[src/rtl/rx_block_sync.sv]
// 66-bit block synchronizer: sync-header lock FSM with gearbox slip, 1-cycle datapath.
// Optional hi-BER monitor enabled by defining RX_BLOCK_SYNC_HIBER_EN.
module rx_block_sync #(
    parameter int LOCK_CNT  = 64,
    parameter int WIN_CNT   = 64,
    parameter int BAD_MAX   = 16,
    parameter int SLIP_WAIT = 4,
    parameter int HBER_WIN  = 20000,
    parameter int HBER_MAX  = 16
) (
    input  logic        clk,
    input  logic        rst,
    input  logic [65:0] data_in,
    input  logic        data_in_valid,
    output logic [65:0] data_out,
    output logic        data_out_valid,
    output logic        block_lock,
    output logic        slip,
    output logic        hi_ber
);

    localparam int GOOD_W = $clog2(LOCK_CNT) + 1;
    localparam int WIN_W  = $clog2(WIN_CNT) + 1;
    localparam int BAD_W  = $clog2(BAD_MAX) + 1;
    localparam int WAIT_W = $clog2(SLIP_WAIT) + 1;

    localparam logic [GOOD_W-1:0] GOOD_TERM = GOOD_W'(LOCK_CNT);
    localparam logic [WIN_W-1:0]  WIN_TERM  = WIN_W'(WIN_CNT);
    localparam logic [BAD_W-1:0]  BAD_TERM  = BAD_W'(BAD_MAX);
    localparam logic [WAIT_W-1:0] WAIT_TERM = WAIT_W'(SLIP_WAIT);

    typedef enum logic [1:0] {
        ST_HUNT,
        ST_SLIP_WAIT,
        ST_LOCKED
    } state_t;

    state_t              state_q;
    logic [65:0]         data_q;
    logic                dvld_q;
    logic                lock_q;
    logic                slip_q;
    logic [GOOD_W-1:0]   good_q;
    logic [WIN_W-1:0]    win_q;
    logic [BAD_W-1:0]    bad_q;
    logic [WAIT_W-1:0]   wait_q;

    logic                hdr_ok_d;
    logic [GOOD_W-1:0]   good_d;
    logic [WIN_W-1:0]    win_d;
    logic [BAD_W-1:0]    bad_d;
    logic [WAIT_W-1:0]   wait_d;

    // Saturating increments; the FSM decides whether they are taken.
    always_comb begin
        hdr_ok_d = data_in[1] ^ data_in[0];
        good_d   = (good_q == GOOD_TERM) ? good_q : good_q + GOOD_W'(1);
        win_d    = (win_q == WIN_TERM) ? win_q : win_q + WIN_W'(1);
        wait_d   = (wait_q == WAIT_TERM) ? wait_q : wait_q + WAIT_W'(1);
        bad_d    = bad_q;
        if (!hdr_ok_d && (bad_q != BAD_TERM)) begin
            bad_d = bad_q + BAD_W'(1);
        end
    end

    always_ff @(posedge clk or negedge rst) begin
        if (!rst) begin
            state_q <= ST_HUNT;
            data_q  <= '0;
            dvld_q  <= 1'b0;
            lock_q  <= 1'b0;
            slip_q  <= 1'b0;
            good_q  <= '0;
            win_q   <= '0;
            bad_q   <= '0;
            wait_q  <= '0;
        end else begin
            data_q <= data_in;
            dvld_q <= data_in_valid;
            slip_q <= 1'b0;
            if (data_in_valid) begin
                case (state_q)
                    ST_HUNT: begin
                        if (!hdr_ok_d) begin
                            slip_q  <= 1'b1;
                            good_q  <= '0;
                            wait_q  <= '0;
                            state_q <= ST_SLIP_WAIT;
                        end else if (good_d == GOOD_TERM) begin
                            lock_q  <= 1'b1;
                            good_q  <= good_d;
                            win_q   <= '0;
                            bad_q   <= '0;
                            state_q <= ST_LOCKED;
                        end else begin
                            good_q <= good_d;
                        end
                    end
                    ST_SLIP_WAIT: begin
                        if (wait_d == WAIT_TERM) begin
                            wait_q  <= '0;
                            good_q  <= '0;
                            state_q <= ST_HUNT;
                        end else begin
                            wait_q <= wait_d;
                        end
                    end
                    ST_LOCKED: begin
                        // Loss of lock wins over the window rollover on the same block.
                        if (bad_d == BAD_TERM) begin
                            lock_q  <= 1'b0;
                            slip_q  <= 1'b1;
                            good_q  <= '0;
                            win_q   <= '0;
                            bad_q   <= '0;
                            wait_q  <= '0;
                            state_q <= ST_SLIP_WAIT;
                        end else if (win_d == WIN_TERM) begin
                            win_q <= '0;
                            bad_q <= '0;
                        end else begin
                            win_q <= win_d;
                            bad_q <= bad_d;
                        end
                    end
                    default: state_q <= ST_HUNT;
                endcase
            end
        end
    end

    assign data_out       = data_q;
    assign data_out_valid = dvld_q;
    assign block_lock     = lock_q;
    assign slip           = slip_q;

`ifdef RX_BLOCK_SYNC_HIBER_EN
    localparam int TMR_W = $clog2(HBER_WIN) + 1;
    localparam int BER_W = $clog2(HBER_MAX) + 1;
    localparam logic [TMR_W-1:0] TMR_TERM = TMR_W'(HBER_WIN - 1);
    localparam logic [BER_W-1:0] BER_TERM = BER_W'(HBER_MAX);

    logic [TMR_W-1:0] tmr_q;
    logic [BER_W-1:0] ber_q;
    logic             hiber_q;
    logic             ber_hit_d;

    assign ber_hit_d = data_in_valid & ~hdr_ok_d;

    // A bad header on the expiry cycle seeds the next window's count.
    always_ff @(posedge clk or negedge rst) begin
        if (!rst) begin
            tmr_q   <= '0;
            ber_q   <= '0;
            hiber_q <= 1'b0;
        end else if (tmr_q == TMR_TERM) begin
            tmr_q   <= '0;
            hiber_q <= (ber_q >= BER_TERM);
            ber_q   <= ber_hit_d ? BER_W'(1) : '0;
        end else begin
            tmr_q <= tmr_q + TMR_W'(1);
            if (ber_hit_d && (ber_q != BER_TERM)) begin
                ber_q <= ber_q + BER_W'(1);
            end
            if (ber_q == BER_TERM) begin
                hiber_q <= 1'b1;
            end
        end
    end

    assign hi_ber = hiber_q;
`else
    // hi_ber stays low; HBER_* are still accepted so both builds share one instantiation.
    localparam bit HBER_CFG_OK = (HBER_WIN > 1) && (HBER_MAX > 0);
    assign hi_ber = 1'b0 & HBER_CFG_OK;
`endif

endmodule

[config.mk]
export PLATFORM = sky130hd
export DESIGN_NAME = rx_block_sync
export DESIGN_NICKNAME = d
export VERILOG_FILES = /design/src/rtl/rx_block_sync.sv
export SDC_FILE = /design/constraint.sdc
export NUM_CORES = 1
export LEC_CHECK = 0
export BUFFER_PORTS_ARGS = -buffer_cell sky130_fd_sc_hd__buf_4
export CAP_MARGIN = 5
export CORE_UTILIZATION = 45
export DETAILED_ROUTE_END_ITERATION = 6
export HOLD_SLACK_MARGIN = 0.05
export PLACE_DENSITY_LB_ADDON = 0.15
export SYNTH_ARGS = -nofsm -noshare
export SYNTH_HDL_FRONTEND = slang
export SYNTH_SLANG_ARGS = --single-unit
[constraint.sdc]
create_clock -name clk -period 4.8 [get_ports clk]
set_input_delay 0.96 -clock clk [delete_from_list [all_inputs] [get_ports clk]]
set_output_delay 0.96 -clock clk [all_outputs]
set_load 0.01 [all_outputs]
[Word level (Yosys, flattened, before mapping)]
Index checks and enable logic that the tools add are counted.
Storage, ports and cells
  flip-flop bits (word level): 93
  input bits: 69
  output and inout port bits: 70
  logic and storage cells: 75
Cells by class
  add/subtract/negate cells: 4
  equal/unequal tests: 16
  multiplexer cells: 35
  bitwise gates (word level): 1
  reductions and logical operators: 10
Operators with widths (number)
  two-way mux 7 bit: 9
  == test 7 bit, second input constant: 4
  two-way mux 5 bit: 5
  one-hot mux 7 bit (3 select lines): 1
  AND reduction 4 bit: 4
  adder 7 x 1 -> 7 bit, second input constant: 2
  one-hot mux 7 bit (2 select lines): 1
  two-way mux 3 bit: 4
  inequality test 2 bit, second input constant: 5
  one-hot mux 5 bit (2 select lines): 1
  one-hot mux 3 bit (3 select lines): 1
  two-way mux 2 bit: 4
  == test 3 bit, second input constant: 2
  two-way mux 1 bit: 6
  one-hot mux 2 bit (3 select lines): 1
  adder 5 x 1 -> 5 bit, second input constant: 1
  == test 5 bit, second input constant: 1
  inequality test 5 bit, second input constant: 1
  AND reduction 5 bit: 1
  one-hot mux 1 bit (2 select lines): 2
  adder 3 x 1 -> 3 bit, second input constant: 1
  inequality test 3 bit, second input constant: 1
  nonzero test 3 bit: 1
  == test 2 x 1 -> 1 bit, second input constant: 1
  6 further kinds: 6

[Longest topological paths before layout]
Gate-level depths: netlist of run 1.
  depth in word-level cells: 8
  depth in mapped cells: 9
  gate-level depth less buffers: 8

[Worst setup path after synthesis of run 1]
No wires, ideal clock.
  kind: input port to flip-flop
  from: in data_in[0]
  to: reg win_q[5]
  setup time: 122 ps
  arrival time: 2823 ps
  data required time: 4678 ps
  setup slack: 1856 ps
  cell stages on the path: 7
  path buffers: 1
  cells stage by stage: xor2_1 -> or4_1 -> a222oi_1 -> nand2b_1 -> buf_4 -> o211ai_1 -> a32o_1
On the way
  word-level cells in the longest chain between the ends: 7
  elaborated cells between the ends (all ways): 9
  classes of those cells: eq/ne (2); mux (3); bitwise (1); reduce/logical (3)
RTL lines
  start: declaration: line 13  | input logic [65:0] data_in,
  XOR 1 bit *: line 56  | hdr_ok_d = data_in[1] ^ data_in[0];
  logical NOT 1 bit
  logical AND 1 bit: line 61  | if (!hdr_ok_d && (bad_q != BAD_TERM)) begin
  two-way mux 5 bit: line 61
  == test 5 bit: line 110  | if (bad_d == BAD_TERM) begin
  two-way mux 7 bit: line 110
  one-hot mux 7 bit (2 select lines): line 82  | case (state_q)
  end signal: assignment: line 122  | win_q <= win_d;
  end: declaration: line 44  | logic [WIN_W-1:0] win_q;
Every way passes the cells marked *; elsewhere a longest branch is shown, timed or not.
A chain may end at the register's enable or synchronous reset.

[Final worst setup path of run 1]
  from: in data_in[0]
  to: reg win_q[4]
Same word-level chain as after synthesis.

==> flow_summary.yaml, run 1 <==
detailed_routing:
  drtIter0Drc: 205
  route.vias.total: 2864
  met2_length_um: 4320
  drc: 0
  firstDrtPassIters: 4
  via_per_inst: 5.18
  finalWirelength_um: 8620
  wl_met3_um: 458
  ant_nets: 0
  wl_per_cell_um: 15.6
  wl_met1_um: 3670
  top_layer: "met4"
critical_path:
  cp_slowest_cell: "a222oi_1"
  path_max_fanout: 12
  critPathMaxStageDelay_ns: 0.77
  crit_start: "data_in[0]"
  endpoint: "win_q[4]$_DFFE_PN0P_"
  cp.required_ns: 5.05
  critical_path_class: "in -> reg"
  critPathCaptureType: "flop"
  ff2ff_path_depth: 8
  worst_r2r_endpoint: "win_q[4]$_DFFE_PN0P_"
  critPathLaunchType: "primary input"
  r2r_slack_ns: 1.60
  crit_chain: "buf_4, xor2_1, o2111ai_1, a222oi_1, nor2_1, a211o_1, a32o_1"
  crit_arrival_ns: 3.64
  r2r_start: "bad_q[0]$_DFFE_PN0P_"
global_routing:
  grt_pass1_vias: 2732
  grt_pass1_wl_um: 13700
  antenna_found_initial: 0
  grt_usage: 0.209
  grt_overflow: 0
  grt_start_max_net_pins: 49
clocking:
  clkLatencyLatePin_ns: 0.36
  clk_transition_reported_paths_ns: 0.10
  cts_buffers: 9
  cts_setup_buffers: 0
  cts_max_path_buffers: 2
  cts_sinks: 93
  cts_tree: "built"
  hold_buffers: 0
  cts_root_buf: "clkbuf_8"
  htreeDepth: 3
  cts-resized-gates: 0
die:
  core_area_sq_um: 7850
  rows: 32
  pin_count: 139
  die_h_um: 92.6
  start_util: 0.471
  fp.dieW_um: 92.6
  die_area_sq_um: 8580
place:
  portBuffers: 137
  routabilityCongestion: 0.867
  dpl.hpwl_um: 6280
timing:
  tightestPinTransition_ns: 0.831
  finalCritPeriodShare: 0.705
  min_period_ns: 3.38
  skew_ns: 0.00731
  report.final.setup_viol: 0
  timing.fmax_mhz: 296
  hold_slack_ns: 0.570
  slew_violations: 0
  max_slew_margin: 0.438
  finalSetupTns_ns: 0
  finalHoldViolations: 0
  rsz0062_at_grt: "no"
finish:
  syn_to_final_growth_pct: 35.4
  finalNetCount: 527
  layout-drive-gt1-share: 0.348
  fin_util: 0.638
  antenna_cells: 0
logic_synthesis:
  ys_seq_area_frac: 0.630
  synthTopCellsByArea: "dfrtp_1, ha_1, o21ai_0"
  async_flop_share: 1.00
  synth_cells: 309
  yosysUniqueCellTypes: 55
  avgSynthCellArea_sq_um: 12.0
  yosysTopAreaCell: "dfrtp_1"
  synth_nets: 390
  synth_top_area_frac: 0.630
  ys.warnings.count: 0
  ys_dominant_reg_cell: "dfrtp_1"
  syn-cell-area_sq_um: 3700
  synth_edf_count: 0
  ys_ff_latch: 93
flow_run:
  maxCapViolations: 0
run_status:
  run_status: "finished, final reports clean"
hold_path:
  min_path_type: "in -> async"
power_and_ir_drop:
  p_leak_nw: 2.33
  ir_drop_mv: 0.213
  power_density_nw_per_um2: 355
  total_power_mw: 1.77
routing by layer:
metal | track usage | vias up
li1 | - | 1390
met5 | 0 | -
met1 | 0.263 | 1360
met4 | 0.0795 | 0
met2 | 0.357 | 97
met3 | 0.0378 | 17
cell usage in the layout, fill, tap and decap left out, drive strengths merged, types with 4 or more instances in the layout:
cell type	n
inv	21
o31ai	5
ha	12
nand4	7
buf	138
nor2	16
clkbuf	10
o211ai	5
nand2b	9
dfrtp	93
o21ai	23
nand2	20
nand3	15
a21oi	5
xor2	4
cell type report:
type                       instances  area (sq um)
inverter                          17          63.8
fill                             659          2840
tap                              102           128
sequential                        93          2330
timing repair buffer             138          1040
clock inverter                     6          76.3
multi-input combinational        187          1250
clock buffer                      10           128
registers in the layout, indices dropped and copies added, names as in the netlist:
name and cells:
data_out_valid 1, data_out 66, bad_q 5, slip 1
win_q 7, good_q 7, state_q 2, wait_q 3
block_lock 1
cells by family (layout without fill, tap and decap cells):
logic type	after synthesis	after routing	synth area share
xor gates and xnor gates	6	6	0.0142
AOI/OAI and AO/OA	68	68	0.129
adders and majority gates	12	12	0.0406
muxes	3	3	0.00812
buffers and inverters	29	171	0.0332
DFF	93	93	0.630
other	1	1	0.00101
and+or+nand+nor	97	97	0.144
Yosys cell counts, types with 2 or more instances:
cell,count
a21oi_1,5
a311oi_1,3
a31oi_1,3
a32o_1,3
a32oi_1,2
a41oi_1,3
and2_1,2
and3_1,3
buf_2,5
buf_4,2
clkbuf_1,5
dfrtp_1,93
ha_1,12
inv_1,17
mux2i_1,3
nand2_1,20
nand2b_1,9
nand3_1,14
nand4_1,7
nor2_1,16
nor2b_1,3
nor3_1,3
nor3b_1,3
nor4_1,2
o2111ai_1,3
o211ai_1,4
o21ai_0,18
o21ai_1,5
o2bb2ai_1,2
o31a_1,2
o31ai_1,5
or3_1,3
or4_1,3
xnor2_1,2
xor2_1,4
worst min-delay path by stage:
stage	slack, ns	end	start
floorplan	0.50	bad_q[4]$_DFFE_PN0P_	bad_q[4]$_DFFE_PN0P_
global placement	0.55	wait_q[1]$_DFFE_PN0P_	wait_q[1]$_DFFE_PN0P_
detailed placement	0.57	good_q[6]$_DFFE_PN0P_	good_q[6]$_DFFE_PN0P_
CTS	0.59	data_out[13]$_DFF_PN0_	rst
global route	0.61	data_out[13]$_DFF_PN0_	rst
finish	0.57	data_out[13]$_DFF_PN0_	rst
stage by stage:
step,cell area (sq um),setup WS [ns],instances
finish,5000,1.42,553
global route,5000,1.33,553
CTS,5000,1.46,553
detailed placement,4800,1.10,537
global placement,4800,1.18,537
floorplan,3700,1.86,309
power breakdown:
part / total, mW / internal [mW] / switching (mW)
Sequential: 0.877 / 0.836 / 0.0410
Clock: 0.547 / 0.251 / 0.296
Combinational: 0.351 / 0.156 / 0.194
critical path, delay by kind of cell:
family,cells,cell delay [ns]
AND/OR/NAND/NOR,1,0.36
AO/OA/AOI/OAI,4,1.56
XOR/XNOR,1,0.63
buffers and inverters,1,0.12
(Power assumes the default switching activity.)
==> run 2, diff against run 1 <==
- clock period: 4.8 -> 3.2 ns (I/O delays scaled with it)
==> flow_summary.yaml, run 2 (synthesis results as in run 1) <==
run_status:
  run_status: "finished, final reports clean"
critical_path:
  crit_family: "simple AND/OR/NAND/NOR gates"
  critPathMaxStageDelay_ns: 0.69
  cp_num_buf_inv: 0
  crit_chain: "ha_1, nand3_1, nor3_1, and4b_1, or4_1, a311o_1, a32o_1"
  critPathCaptureType: "flop"
  critPathLaunchType: "flop"
  cp.required_ns: 3.45
  critical_path_class: "reg -> reg"
  crit_arrival_ns: 3.14
  cp_slowest_cell: "or4_1"
  path_max_fanout: 10
place:
  dp.cells: 542
  detailed_place.area_sq_um: 4840
  dpl.hpwl_um: 6330
  portBuffers: 137
  routabilityCongestion: 0.890
global_routing:
  grt_pass1_vias: 2830
  grt_pass1_wl_um: 14000
  gr-usage-met2: 0.358
  grt_util_met3: 0.0468
  grt_usage: 0.214
  grt_start_max_net_pins: 67
  grt_overflow: 0
  busiest_layer: "met2"
  grt_use_met1: 0.269
  antenna_found_initial: 0
finish:
  antenna_cells: 0
  final_common_cell: "buf_4"
  syn_to_final_growth_pct: 36.5
  num-fill-cells: 655
  largest_reg_flops: 66
  stdcell_count: 558
  fin_area_sq_um: 5050
  mostFrequentLayoutCells: "buf_4, dfrtp_1, nand2_1"
  layout-drive-gt1-share: 0.357
  finalNetCount: 532
die:
  pin_count: 139
  rows: 32
  die_area_sq_um: 8580
  die_h_um: 92.6
  core_area_sq_um: 7850
  fp.dieW_um: 92.6
  start_util: 0.471
clocking:
  clk_transition_reported_paths_ns: 0.10
  clkLatencyLatePin_ns: 0.36
  cts_max_path_buffers: 2
  cts_setup_buffers: 0
  cts_root_buf: "clkbuf_8"
  htreeDepth: 3
  cts_tree: "built"
  cts-resized-gates: 0
  hold_buffers: 0
  cts_buffers: 9
  cts_sinks: 93
timing:
  skew_ns: 0.00826
  tightestPinTransition_ns: 0.814
  min_period_ns: 2.89
  max_slew_margin: 0.456
  finalHoldViolations: 0
  finalCritPeriodShare: 0.904
  rsz0062_at_grt: "no"
  finalSetupTns_ns: 0
  timing.fmax_mhz: 346
  report.final.setup_viol: 0
  slew_violations: 0
power_and_ir_drop:
  power_density_nw_per_um2: 528
  p_leak_nw: 2.35
  ir_drop_mv: 0.383
  total_power_mw: 2.67
detailed_routing:
  finalWirelength_um: 8590
  wl_per_cell_um: 15.4
  via_per_inst: 5.23
  ant_nets: 0
  drc: 0
  drtIter0Drc: 214
  route.vias.total: 2919
  firstDrtPassIters: 4
hold_path:
  min_path_type: "in -> async"
flow_run:
  maxCapViolations: 0
## run 2: through the flow
step / hold WS [ns] / utilization / setup WS (ns)
finish: 0.343 / 0.643 / 0.307
global route: 0.352 / 0.643 / 0.135
CTS: 0.356 / 0.643 / 0.340
detailed placement: 0.563 / 0.617 / 0.132
global placement: 0.540 / 0.617 / 0.203
floorplan: 0.344 / - / 0.567
## run 2: final cells by class
cell class / count / area, sq um / area share
Timing Repair Buffer: 143 / 1070 / 0.213
Inverter: 17 / 63.8 / 0.0126
Sequential cell: 93 / 2330 / 0.461
Clock inverter: 7 / 83.8 / 0.0166
Multi-Input combinational cell: 187 / 1250 / 0.247
Clock buffer: 9 / 124 / 0.0245
Tap cell: 102 / 128 / 0.0253
## run 2: metal layers
metal,up-vias,part of all wire
li1,1392,-
met4,0,0.025
met1,1408,0.41
met3,18,0.060
met5,-,0
met2,101,0.51
## run 2: path summary, 6_finish.rpt
check,slack [ns],startpoint,end,cells past startpoint
setup / recovery,0.31,win_q[0]$_DFFE_PN0P_,bad_q[3]$_DFFE_PN0P_,7
hold / removal,0.34,rst,data_out[9]$_DFF_PN0_,1
setup reg to reg,0.31,win_q[0]$_DFFE_PN0P_,bad_q[3]$_DFFE_PN0P_,7
hold reg to reg,0.57,wait_q[1]$_DFFE_PN0P_,wait_q[1]$_DFFE_PN0P_,2
max in group asynchronous,2.12,rst,data_out[29]$_DFF_PN0_,2
min in group clk,0.37,data_in[5],data_out[5]$_DFF_PN0_,1
## run 2: power breakdown
group	internal, mW	switching, mW	total (mW)	leakage, nW
Clock	0.371	0.435	0.806	0.0990
Combinational	0.250	0.296	0.546	1.12
Sequential	1.25	0.0596	1.31	1.13
Total	1.88	0.790	2.67	2.35
